===== config.mk =====
export PLATFORM = sky130hd
export DESIGN_NAME = ysyx_23060201_gpr_wb_ctrl
export DESIGN_NICKNAME = d
export VERILOG_FILES = /design/src/rtl/ysyx_23060201_pkg.sv /design/src/rtl/ysyx_23060201_rr_arb2.sv /design/src/rtl/ysyx_23060201_gpr_wb_ctrl.sv
export SDC_FILE = /design/constraint.sdc
export NUM_CORES = 1
export LEC_CHECK = 0
export CAP_MARGIN = 20
export CELL_PAD_IN_SITES_DETAIL_PLACEMENT = 1
export CELL_PAD_IN_SITES_GLOBAL_PLACEMENT = 1
export CORE_MARGIN = 5
export CORE_UTILIZATION = 42
export DETAILED_ROUTE_END_ITERATION = 8
export PLACE_DENSITY_LB_ADDON = 0.1
export SETUP_SLACK_MARGIN = 0.4
export SYNTH_ARGS = -nofsm -noshare
export SYNTH_HDL_FRONTEND = slang
export SYNTH_HIERARCHICAL = 1
export SYNTH_SLANG_ARGS = --single-unit

===== constraint.sdc =====
create_clock -name clk -period 4.1 [get_ports clk]
set_input_delay 0.82 -clock clk [delete_from_list [all_inputs] [get_ports clk]]
set_output_delay 0.82 -clock clk [all_outputs]
set_load 0.01 [all_outputs]

===== src/rtl/ysyx_23060201_pkg.sv =====
// Shared constants and types for the GPR write-back controller.
//   GPR_ADDR_WIDTH / GPR_NUM : GPR index width and register count
//   DATA_WIDTH               : GPR data width
//   PEND_W                   : per-register pending-write counter width
//   REQ_EXU / REQ_LSU        : requester ids, also the bit positions in req/gnt vectors
package ysyx_23060201_pkg;
  localparam int GPR_ADDR_WIDTH = 5;
  localparam int GPR_NUM        = 1 << GPR_ADDR_WIDTH;
  localparam int DATA_WIDTH     = 32;
  localparam int PEND_W         = 2;

  localparam int REQ_EXU = 0;
  localparam int REQ_LSU = 1;

  typedef enum logic {
    LAST_EXU = 1'b0,
    LAST_LSU = 1'b1
  } last_gnt_e;
endpackage


===== src/rtl/ysyx_23060201_rr_arb2.sv =====
// Two-way round-robin arbiter.
//   clk, rst_n : clock, asynchronous active-low reset
//   req[1:0]   : request vector, indexed by REQ_EXU / REQ_LSU
//   advance    : a grant was actually taken this cycle; the pointer moves only then
//   gnt[1:0]   : one-hot grant, combinational from req
//   last_gnt   : registered id of the most recent winner (reset: EXU)
module ysyx_23060201_rr_arb2
  import ysyx_23060201_pkg::*;
(
  input  logic       clk,
  input  logic       rst_n,
  input  logic [1:0] req,
  input  logic       advance,
  output logic [1:0] gnt,
  output logic       last_gnt
);

  last_gnt_e last_reg;

  assign last_gnt = last_reg;

  // On a tie the requester that did not win last time takes the slot.
  always_comb begin
    gnt = 2'b00;
    case (req)
      2'b01:   gnt = 2'b01;
      2'b10:   gnt = 2'b10;
      2'b11:   gnt = (last_reg == LAST_EXU) ? 2'b10 : 2'b01;
      default: gnt = 2'b00;
    endcase
  end

  always_ff @(posedge clk or negedge rst_n) begin
    if (!rst_n) begin
      last_reg <= LAST_EXU;
    end else if (advance) begin
      last_reg <= gnt[REQ_LSU] ? LAST_LSU : LAST_EXU;
    end
  end

endmodule


===== src/rtl/ysyx_23060201_gpr_wb_ctrl.sv =====
// GPR write-back controller: arbitrates the single GPR write port between EXU
// and LSU, registers the winning write for one cycle, and keeps a per-register
// pending-write scoreboard used by decode for RAW stalls.
//   exu_* / lsu_*     : valid/ready result producers (ready is combinational)
//   issue_*           : decode announces a new in-flight write to issue_rd
//   chk_ren/rs1/rs2   : source operands checked against the scoreboard
//   raw_stall         : a used source still has a pending write
//   gpr_wen/waddr/wdata : registered GPR write port
module ysyx_23060201_gpr_wb_ctrl #(
  parameter int GPR_ADDR_WIDTH = 5,
  parameter int DATA_WIDTH     = 32,
  parameter int PEND_W         = 2
) (
  input  logic                      clk,
  input  logic                      rst_n,
  input  logic                      exu_valid,
  output logic                      exu_ready,
  input  logic [GPR_ADDR_WIDTH-1:0] exu_rd,
  input  logic [DATA_WIDTH-1:0]     exu_wdata,
  input  logic                      lsu_valid,
  output logic                      lsu_ready,
  input  logic [GPR_ADDR_WIDTH-1:0] lsu_rd,
  input  logic [DATA_WIDTH-1:0]     lsu_wdata,
  input  logic                      issue_valid,
  output logic                      issue_ready,
  input  logic [GPR_ADDR_WIDTH-1:0] issue_rd,
  input  logic [1:0]                chk_ren,
  input  logic [GPR_ADDR_WIDTH-1:0] chk_rs1,
  input  logic [GPR_ADDR_WIDTH-1:0] chk_rs2,
  output logic                      raw_stall,
  output logic                      gpr_wen,
  output logic [GPR_ADDR_WIDTH-1:0] gpr_waddr,
  output logic [DATA_WIDTH-1:0]     gpr_wdata
);
  import ysyx_23060201_pkg::REQ_EXU;
  import ysyx_23060201_pkg::REQ_LSU;

  localparam int NREG = 1 << GPR_ADDR_WIDTH;
  localparam logic [PEND_W-1:0] PEND_MAX = '1;

  // ---------------- arbitration ----------------
  logic [1:0]                req;
  logic [1:0]                gnt;
  logic                      any_gnt;
  logic                      last_gnt;
  logic [GPR_ADDR_WIDTH-1:0] win_rd;
  logic [DATA_WIDTH-1:0]     win_wdata;

  assign req[REQ_EXU] = exu_valid;
  assign req[REQ_LSU] = lsu_valid;
  assign any_gnt      = |gnt;

  ysyx_23060201_rr_arb2 u_arb (
    .clk      (clk),
    .rst_n    (rst_n),
    .req      (req),
    .advance  (any_gnt),
    .gnt      (gnt),
    .last_gnt (last_gnt)
  );

  assign exu_ready = gnt[REQ_EXU];
  assign lsu_ready = gnt[REQ_LSU];
  assign win_rd    = gnt[REQ_LSU] ? lsu_rd    : exu_rd;
  assign win_wdata = gnt[REQ_LSU] ? lsu_wdata : exu_wdata;

  // ---------------- registered write port ----------------
  // A grant to x0 still completes the handshake but never raises gpr_wen,
  // so it also never decrements a counter.
  always_ff @(posedge clk or negedge rst_n) begin
    if (!rst_n) begin
      gpr_wen   <= 1'b0;
      gpr_waddr <= '0;
      gpr_wdata <= '0;
    end else begin
      gpr_wen <= any_gnt && (win_rd != '0);
      if (any_gnt) begin
        gpr_waddr <= win_rd;
        gpr_wdata <= win_wdata;
      end
    end
  end

  // ---------------- pending-write scoreboard ----------------
  logic [PEND_W-1:0] cnt_reg [NREG];
  logic [NREG-1:0]   inc_vec;
  logic [NREG-1:0]   dec_vec;
  logic              issue_fire;

  assign issue_ready = (cnt_reg[issue_rd] != PEND_MAX);
  assign issue_fire  = issue_valid && issue_ready && (issue_rd != '0);

  // Decrement at the commit edge (gpr_wen high), so the source clears only
  // once the GPR file already holds the value.
  genvar gi;
  generate
    for (gi = 0; gi < NREG; gi++) begin : g_incdec
      assign inc_vec[gi] = issue_fire && (issue_rd == GPR_ADDR_WIDTH'(gi));
      assign dec_vec[gi] = gpr_wen && (gpr_waddr != '0) && (gpr_waddr == GPR_ADDR_WIDTH'(gi));
    end
  endgenerate

  always_ff @(posedge clk or negedge rst_n) begin
    if (!rst_n) begin
      for (int i = 0; i < NREG; i++) cnt_reg[i] <= '0;
    end else begin
      for (int i = 0; i < NREG; i++) begin
        if (inc_vec[i] && !dec_vec[i])      cnt_reg[i] <= cnt_reg[i] + 1'b1;
        else if (dec_vec[i] && !inc_vec[i]) cnt_reg[i] <= cnt_reg[i] - 1'b1;
      end
    end
  end

  assign raw_stall = (chk_ren[0] && (cnt_reg[chk_rs1] != '0)) ||
                     (chk_ren[1] && (cnt_reg[chk_rs2] != '0));

  // A commit with nothing pending means a write was never issued; on a tie
  // the previous winner must not be granted again.
  always_ff @(posedge clk) begin
    if (rst_n) begin
      for (int i = 0; i < NREG; i++) begin
        if (dec_vec[i] && !inc_vec[i]) assert (cnt_reg[i] != '0);
      end
      if (exu_valid && lsu_valid) assert (gnt[last_gnt] == 1'b0);
    end
  end

endmodule


Word-level counts from Yosys, hierarchy flattened. Cells that the tools add are included. Widths: inputs -> output; s select.

Bits in registers: 103. Input port bits: 96. Output and inout bits: 42. Logic and storage cells: 489.

$add $sub $neg: 64. Magnitude comparators: 3. Equality and inequality tests: 66. Multiplexer cells: 78. Bitwise operators: 3. Reductions and logical operators: 239.

Operators with widths (number): $eq 5x5->1 const B (32); $mux 2 (71); $logic_and 1x1->1 (134); $eq 5x4->1 const B (16); $reduce_bool 2->1 (34); $add 2x1->2 const B (32); $logic_not 1->1 (64); $sub 2x1->2 const B (32); $eq 5x3->1 const B (8); $mux 32 (1); $bmux 2 s5 (3); $eq 5x2->1 const B (4); $ge 6x6->1 const B (3); $not 5->6 (3); $reduce_bool 5->1 (3); $eq 5x1->1 const B (2); $logic_not 5->1 (2); $pmux 2 s3 (1); $mux 5 (1); $eq 2x2->1 const B (2); $eq 2x1->1 const B (1); $ne 2x2->1 const B (1); $reduce_or 2->1 (1); $logic_or 1x1->1 (1); $mux 1 (1).

Depth between registers and ports, before layout. Gate-level depths: netlist of run 1.

Depth after elaboration: 12. Mapped depth: 13. Mapped depth without buffers: 10.

Hierarchy. Netlist of run 1, hierarchy kept.

By module, submodules not included: ysyx_23060201_gpr_wb_ctrl (instances 1, cells each 684, area an instance 6284.8 µm², sequential area each 2552.4 µm²); ysyx_23060201_rr_arb2 (instances 1, cells each 5, area an instance 62.6 µm², sequential area each 25.0 µm²).

Worst setup path after synthesis of run 1. OpenSTA, ideal clock, no wires.

Path kind: input to output. From: input chk_rs2[1]. To: output raw_stall. Data arrival time: 2.071 ns. Required time: 3.280 ns. Slack: 1.209 ns. Cell stages on the path: 7. Path buffers: 2. Cell sequence: buf_2 buf_2 nor3_1 a21oi_1 mux4_2 o2111ai_1 nand4_1.

Longest elaborated chain between the ends: 7.

RTL lines: from (decl) (RTL line ysyx_23060201_gpr_wb_ctrl.sv:29) `input logic [GPR_ADDR_WIDTH-1:0] chk_rs2,`; $not 5->6 (implied by the code) (RTL line ysyx_23060201_gpr_wb_ctrl.sv:115) `(chk_ren[1] && (cnt_reg[chk_rs2] != '0));`; $bmux 2 s5 (RTL line ysyx_23060201_gpr_wb_ctrl.sv:115); $mux 2 (implied by the code) (2 in a row) (RTL line ysyx_23060201_gpr_wb_ctrl.sv:115); $reduce_bool 2->1 (RTL line ysyx_23060201_gpr_wb_ctrl.sv:115); $logic_and 1x1->1 (RTL line ysyx_23060201_gpr_wb_ctrl.sv:115); $logic_or 1x1->1 (RTL line ysyx_23060201_gpr_wb_ctrl.sv:114) `assign raw_stall = (chk_ren[0] && (cnt_reg[chk_rs1] != '0)) ||`; to (decl) (RTL line ysyx_23060201_gpr_wb_ctrl.sv:30) `output logic raw_stall,`.

No other way between the ends. The select of a mux whose other input is x is not followed.

Final worst setup path of run 1.
From: input issue_rd[1]. To: output issue_ready.

Longest elaborated chain between the ends: 5.

RTL lines: from (decl) (RTL line ysyx_23060201_gpr_wb_ctrl.sv:26) `input logic [GPR_ADDR_WIDTH-1:0] issue_rd,`; $not 5->6 (implied by the code) (RTL line ysyx_23060201_gpr_wb_ctrl.sv:90) `assign issue_ready = (cnt_reg[issue_rd] != PEND_MAX);`; $bmux 2 s5 (RTL line ysyx_23060201_gpr_wb_ctrl.sv:90); $mux 2 (implied by the code) (2 in a row) (RTL line ysyx_23060201_gpr_wb_ctrl.sv:90); $ne 2x2->1 (RTL line ysyx_23060201_gpr_wb_ctrl.sv:90); to (decl) (RTL line ysyx_23060201_gpr_wb_ctrl.sv:25) `output logic issue_ready,`.

No other way between the ends. The select of a mux whose other input is x is not followed.

==> results of run 1 <==
-- power breakdown --
group | leakage [nW] | switching, mW | internal, mW | total (mW)
Combinational | 1.96 | 0.574 | 0.662 | 1.24
Sequential | 1.16 | 0.547 | 1.36 | 1.90
Clock | 0.134 | 0.376 | 0.459 | 0.835
Total | 3.25 | 1.50 | 2.48 | 3.97
-- cell type report --
cell class                 instances  area [µm²]
timing repair buffer             149        1490
sequential                       103        2580
clock buffer                      13         270
inverter                           3        11.3
fill                            1723        6810
tap                              188         235
clock inverter                     2        15.0
multi-input combinational        548        3620
-- per-stage QoR --
stage / total power, mW / setup slack, ps / hold slack (ps)
CTS: 4.00 / 260 / 440
global route: 4.23 / 486 / 460
global placement: 3.06 / 240 / 431
finish: 3.97 / 590 / 435
floorplan: 2.50 / 1210 / 463
detailed placement: 3.14 / 172 / 423
-- placed cells by master, fill, tap and decap left out, types with 3 or more instances in the layout --
cell type / instances
nor2b_1: 7
nor4b_1: 3
and2_1: 4
or2_2: 3
a211oi_1: 5
nor2_1: 76
clkbuf_16: 9
nand2b_1: 5
clkdlybuf4s50_1: 133
or4_1: 3
o21ai_0: 48
inv_1: 3
nand2_1: 96
nor4_1: 7
xor2_1: 62
ha_1: 31
mux2i_1: 38
nor3b_1: 8
dfrtp_1: 103
mux4_2: 6
clkbuf_8: 3
o21ai_1: 13
nand3_1: 20
nor3_1: 36
a21oi_1: 18
buf_12: 3
buf_4: 10
xnor2_1: 31
-- final timing paths --
| kind | startpoint | end | slack (ps) | cells past startpoint |
|---|---|---|---|---|
| setup / recovery | issue_rd[1] | issue_ready | 590 | 8 |
| hold / removal | cnt_reg[63] | cnt_reg[63] | 440 | 0 |
| setup reg to reg | cnt_reg[50] | cnt_reg[49] | 1700 | 10 |
| hold reg to reg | cnt_reg[63] | cnt_reg[63] | 440 | 0 |
| max in group asynchronous | rst_n | gpr_wdata[6] | 2870 | 2 |
| min in group asynchronous | rst_n | cnt_reg[30] | 490 | 1 |
-- worst max-delay path, stage by stage --
cell and delay (ps):
clkdlybuf4s50_1 440, buf_12 180, nand3_1 100, o21ai_0 100, mux4_2 490, mux2i_1 190, a22o_1 210, clkbuf_2 140
-- repair_timing --
action | 4_1_cts | 5_1_grt
endpoints found under the setup margin | 2 | 2
pin swaps | 0 | 2
gates resized for setup | 2 | 6
hold endpoints to repair | 0 | 0
-- cell families after synthesis --
| family | after synthesis | synth area share [%] |
|---|---|---|
| AO/OA/AOI/OAI | 98 | 8.69 |
| XOR/XNOR | 93 | 12.8 |
| adder cells (fa/ha/maj) | 31 | 6.11 |
| buffers and inverters | 38 | 2.84 |
| flip-flops | 103 | 40.6 |
| multiplexers | 45 | 8.36 |
| AND/OR/NAND/NOR | 281 | 20.6 |
-- layer usage --
layer | track usage (%) | vias up
li1 | - | 2629
met1 | 30.2 | 2756
met2 | 36.7 | 196
met3 | 6.62 | 29
met4 | 7.45 | 0
met5 | 0 | -
==> results by group, run 1 <==
Floorplan
  – FP Rows: 45
  – Core Area: 15000 µm²
  – DIE HEIGHT: 133 µm
  – Initial Util: 42.2%
  – # IOs: 138
  – Die ar.: 17700 µm²
  – Die Width: 133 µm

Timing
  – RSZ-0062 raised after global routing: no
  – Setup TNS: 0 ps
  – Total count of hold-check failures in the final report: 0
  – Slew @ Worst Pin: 675 ps
  – Fmax achieved: 285 MHz
  – Max Slew Vio Count: 0
  – Tcrit/Tclk final: 85.6%
  – Clock skew: 6.01 ps
  – Slew HR: 55.0%
  – Final setup viols: 0
  – Tmin final: 3510 ps

Detailed routing
  – DR DRC count: 0
  – Met2 Wirelength: 9290 µm
  – Routed length on met1: 8650 µm
  – DRT iter0 DRCs: 236
  – DR vias/cell: 5.58
  – Final WL: 19900 µm
  – Met3 WL: 1550 µm
  – TritonRoute pass-1 iters: 4
  – Via Count: 5610
  – Mean routed wirelength per cell: 19.7 µm
  – ANT nets after route: 0
  – Max layer used: met4

Power and ir drop
  – Peak supply drop: 222 µV
  – Leakage power: 3.25 nW
  – Pwr Density: 483 nW/µm²

Placement
  – IO buf count: 137
  – Routability cong.: 0.872
  – Area after DPL: 7930 µm²
  – # placed instances: 991
  – DP Wirelength: 15400 µm

Synth
  – Post-synth top cells: dfrtp_1 (103), nand2_1 (96), nor2_1 (76)
  – Area of the mapped netlist: 6350 µm²
  – EDFF count, synth: 0
  – Prevailing post-synth register cell: dfrtp_1
  – Synth top area cells: dfrtp_1 (41%), xor2_1 (8.6%), ha_1 (6.1%)
  – Syn. warnings: 6
  – Avg Synthesized Cell Area: 9.21 µm²
  – Post-synthesis register bit count: 103
  – Ys async rst share: 100%
  – Cell variety after synth: 48
  – Area leader, netlist: dfrtp_1
  – Count leader, synth: dfrtp_1
  – Synth Net Count: 816
  – Top-area cell type share of the netlist area: 40.6%
  – Share of the yosys chip area belonging to registers: 40.6%
  – Synth Instances: 689

Clock network
  – Max H-tree Level: 3
  – CTS max path bufs: 2
  – Clock Latency Late Sink: 350 ps
  – Clock root buffer: clkbuf_16
  – Clk slew on worst S/H paths: 60 ps
  – Clock sink total: 103
  – Clock tree from TritonCTS: done
  – Post-CTS setup buffers: 0
  – Total CTS buffers: 9
  – CTS Hold Bufs: 0

Global routing
  – Vias in the first global route: 6178
  – Initial antenna violation count: 0
  – GRT Residual Overflow: 0
  – GRT Util Overall: 23.0%
  – Largest net degree at the start of global routing: 79
  – First-pass GRT wire length: 32700 µm

Finish
  – Final core occ: 54.7%
  – # diodes: 0
  – Share of cells above drive strength 1: 5.75%
  – Final non-filler cell total: 1006
  – NumNets Final: 941
  – Layout area overhead: 29.6%
  – Final Cell Area: 8220 µm²
  – Largest register FFs: 64

Status
  – Status: complete, no violations

Setup path
  – Crit path arrival time: 2690 ps
  – CP Capture Type: output pin
  – Crit-path max FO: 37
  – WP data required: 3280 ps
  – Crit start category: input port
  – WS Path Type: input port to output pin

Job
  – Max-cap violations: 0

Min path
  – HP Class: register to register
Power figures use the tool's default switching activity.
==> run 2: changes to the inputs <==
--- a/config.mk
+++ b/config.mk
@@ -9,8 +9,9 @@
 export CELL_PAD_IN_SITES_DETAIL_PLACEMENT = 1
 export CELL_PAD_IN_SITES_GLOBAL_PLACEMENT = 1
 export CORE_MARGIN = 5
-export CORE_UTILIZATION = 42
+export CORE_UTILIZATION = 52
 export DETAILED_ROUTE_END_ITERATION = 8
+export DONT_BUFFER_PORTS = 1
 export PLACE_DENSITY_LB_ADDON = 0.1
 export SETUP_SLACK_MARGIN = 0.4
 export SYNTH_ARGS = -nofsm -noshare
==> run 2 against run 1 <==
Effect of this change: power shrank 5.9%; largest power group unchanged; final cell count is 19% lower; hold slack got worse by 280 ps; sequential cell count stayed put; highest routed layer unchanged; non-clock buffer count fell by 147; core utilization up 1.1 points; first-iteration DRC count rose by 22%; combinational power down 27%; clock skew rose by 2.1 ps.
==> results by group, run 2 (synthesis results as in run 1) <==
Detailed routing
  – DRT iter0 DRCs: 287 (+22%)
  – ANT nets after route: 0 (unchanged)
  – DR vias/cell: 6.04 (+8.4%)
  – DR DRC count: 0 (unchanged)
  – Final WL: 18100 µm (-8.6%)
  – TritonRoute pass-1 iters: 4 (unchanged)
  – Mean routed wirelength per cell: 22.2 µm (+12%)
  – Via Count: 4944 (-12%)

Power and ir drop
  – Sw Pwr: 1.44 mW (-3.9%)
  – Peak supply drop: 308 µV (+39%)
  – Clock group share of total power: 24.1% (+3.1 points)
  – Combinational fraction of design power: 24.1% (-7.0 points)
  – Pwr Density: 558 nW/µm² (+16%)
  – Leakage power: 2.66 nW (-18%)
  – Int Pwr: 2.30 mW (-7.2%)
  – Flop pwr share: 51.8% (+3.9 points)
  – Switching portion of total power: 38.5% (+0.81 points)

Timing
  – Max Slew Vio Count: 0 (unchanged)
  – Fmax achieved: 344 MHz (+21%)
  – Tmin final: 2910 ps (-604 ps)
  – RSZ-0062 raised after global routing: no
  – Slew @ Worst Pin: 836 ps (+161 ps)
  – Final setup viols: 0 (unchanged)
  – Clock skew: 8.16 ps (+2.14 ps)
  – Total count of hold-check failures in the final report: 0 (unchanged)
  – Tcrit/Tclk final: 70.9% (-15 points)
  – Setup TNS: 0 ps (unchanged)
  – Slew HR: 44.1% (-11 points)

Finish
  – # diodes: 0 (unchanged)
  – Layout area overhead: 5.52%
  – Fillers: 1374 (-20%)
  – Most frequent cells in the layout: dfrtp_1 (103), nand2_1 (96), nor2_1 (76), xor2_1 (62), o21ai_0 (48)
  – Final non-filler cell total: 818 (-19%)
  – Share of cells above drive strength 1: 5.07% (-0.68 points)
  – Sequential cell area: 2580 µm² (unchanged)
  – Area of the multi-input gates: 3610 µm² (-0.38%)
  – Commonest non-fill, non-tap cell in the layout: dfrtp_1
  – Largest register FFs: 64 (unchanged)
  – NumNets Final: 794 (-16%)

Setup path
  – Worst R2R Path Depth: 9 (-1)
  – R2R setup slack: 1620 ps (-80 ps)
  – WP data required: 3280 ps (about the same)
  – FF-to-FF Start: cnt_reg[34]
  – Crit start category: register
  – Sequence of cells on the critical path: nor2_1 -> a21oi_1 -> mux4_2 -> nand2b_1 -> o2111ai_1 -> nand4_1
  – Crit-path max FO: 4 (-89%)
  – Critical Path Max Stage Delay: 440 ps (-50 ps)
  – Crit path arrival time: 2090 ps (-600 ps)
  – CP Capture Type: output pin
  – WS Path Type: register to output pin
  – Reg-to-reg endpoint: cnt_reg[55]
  – Slowest cell on the critical path: dfrtp_1

Clock network
  – Clock tree from TritonCTS: done
  – Clock root buffer: clkbuf_16
  – Clk slew on worst S/H paths: 70 ps (about the same)
  – Clock sink total: 103 (unchanged)
  – Total CTS buffers: 9 (unchanged)
  – Clock Latency Late Sink: 360 ps (about the same)
  – Post-CTS setup buffers: 0 (unchanged)
  – # resized after CTS: 0 (-2)
  – CTS max path bufs: 2 (unchanged)
  – CTS Hold Bufs: 0 (unchanged)
  – Max H-tree Level: 3 (unchanged)

Floorplan
  – Core Area: 12000 µm² (-20%)
  – Die ar.: 14500 µm² (-18%)
  – Die Width: 120 µm (-9.4%)
  – Initial Util: 52.8% (+11 points)
  – DIE HEIGHT: 120 µm (-9.4%)
  – # IOs: 138 (unchanged)
  – FP Rows: 40 (-11%)

Placement
  – # placed instances: 803 (-19%)
  – DP Wirelength: 13600 µm (-12%)
  – IO buf count: 0 (-100%)
  – Routability cong.: 0.890 (+2.0%)

Global routing
  – Initial antenna violation count: 0 (unchanged)
  – First-pass GRT wire length: 29700 µm (-9.0%)
  – Largest net degree at the start of global routing: 104 (+32%)
  – GRT Residual Overflow: 0 (unchanged)
  – Vias in the first global route: 5554 (-10%)
  – GRT Util Overall: 26.0% (+3.0 points)

Status
  – Status: complete, no violations

Job
  – Max-cap violations: 0 (unchanged)

Min path
  – HP Class: input port to asynchronous set/reset pin
-- run 2: layout make-up --
cell class	instances	area share, %
Timing Repair Buffer	2	0.224
Inverter	3	0.168
Clock buffer	9	3.36
Tap cell	147	2.75
Clock inverter	6	1.14
Multi-Input combinational cell	548	53.9
Sequential cell	103	38.5
-- run 2: layer usage --
layer	GRT usage [%]	share of wire [%]
met1	32.6	42
met2	44.1	49
met3	8.28	7.9
met4	5.74	1.1
met5	0	0
-- run 2: worst max-delay path by stage --
stage | from | end | slack [ps] | cells past startpoint
3_5_place_dp | chk_rs1[0] | raw_stall | 1290 | 6
5_1_grt | cnt_reg[0] | raw_stall | 1080 | 6
4_1_cts | cnt_reg[2] | raw_stall | 1200 | 6
3_3_place_gp | chk_rs2[1] | raw_stall | 1360 | 6
2_1_floorplan | chk_rs2[1] | raw_stall | 1210 | 7
6_report | cnt_reg[2] | raw_stall | 1190 | 6
-- run 2: worst max-delay path, delay by kind of cell (launching register included) --
family / cells / cell delay, ps
simple gates: 3 / 630
flops: 1 / 440
mux: 1 / 440
compound gates: 2 / 230
-- run 2: power groups by stage --
stage	Combinational (mW)	Sequential (mW)	Clock [mW]
2_1_floorplan	0.753	1.74	0
3_3_place_gp	0.836	1.91	0
3_5_place_dp	0.893	1.94	0
4_1_cts	0.910	1.93	0.920
5_1_grt	1.00	1.99	0.958
6_report	0.902	1.94	0.901
-- run 2: per-stage QoR --
step / hold slack (ps) / power (mW) / util (%) / setup slack [ps] / area (µm²)
after floorplan: 463 / 2.50 / - / 1210 / 6350
after global placement: 408 / 2.74 / 53.3 / 1360 / 6400
after detailed placement: 424 / 2.83 / 53.3 / 1290 / 6400
after CTS: 145 / 3.76 / 55.8 / 1200 / 6700
after global routing: 137 / 3.95 / 55.8 / 1080 / 6700
final: 158 / 3.74 / 55.8 / 1190 / 6700
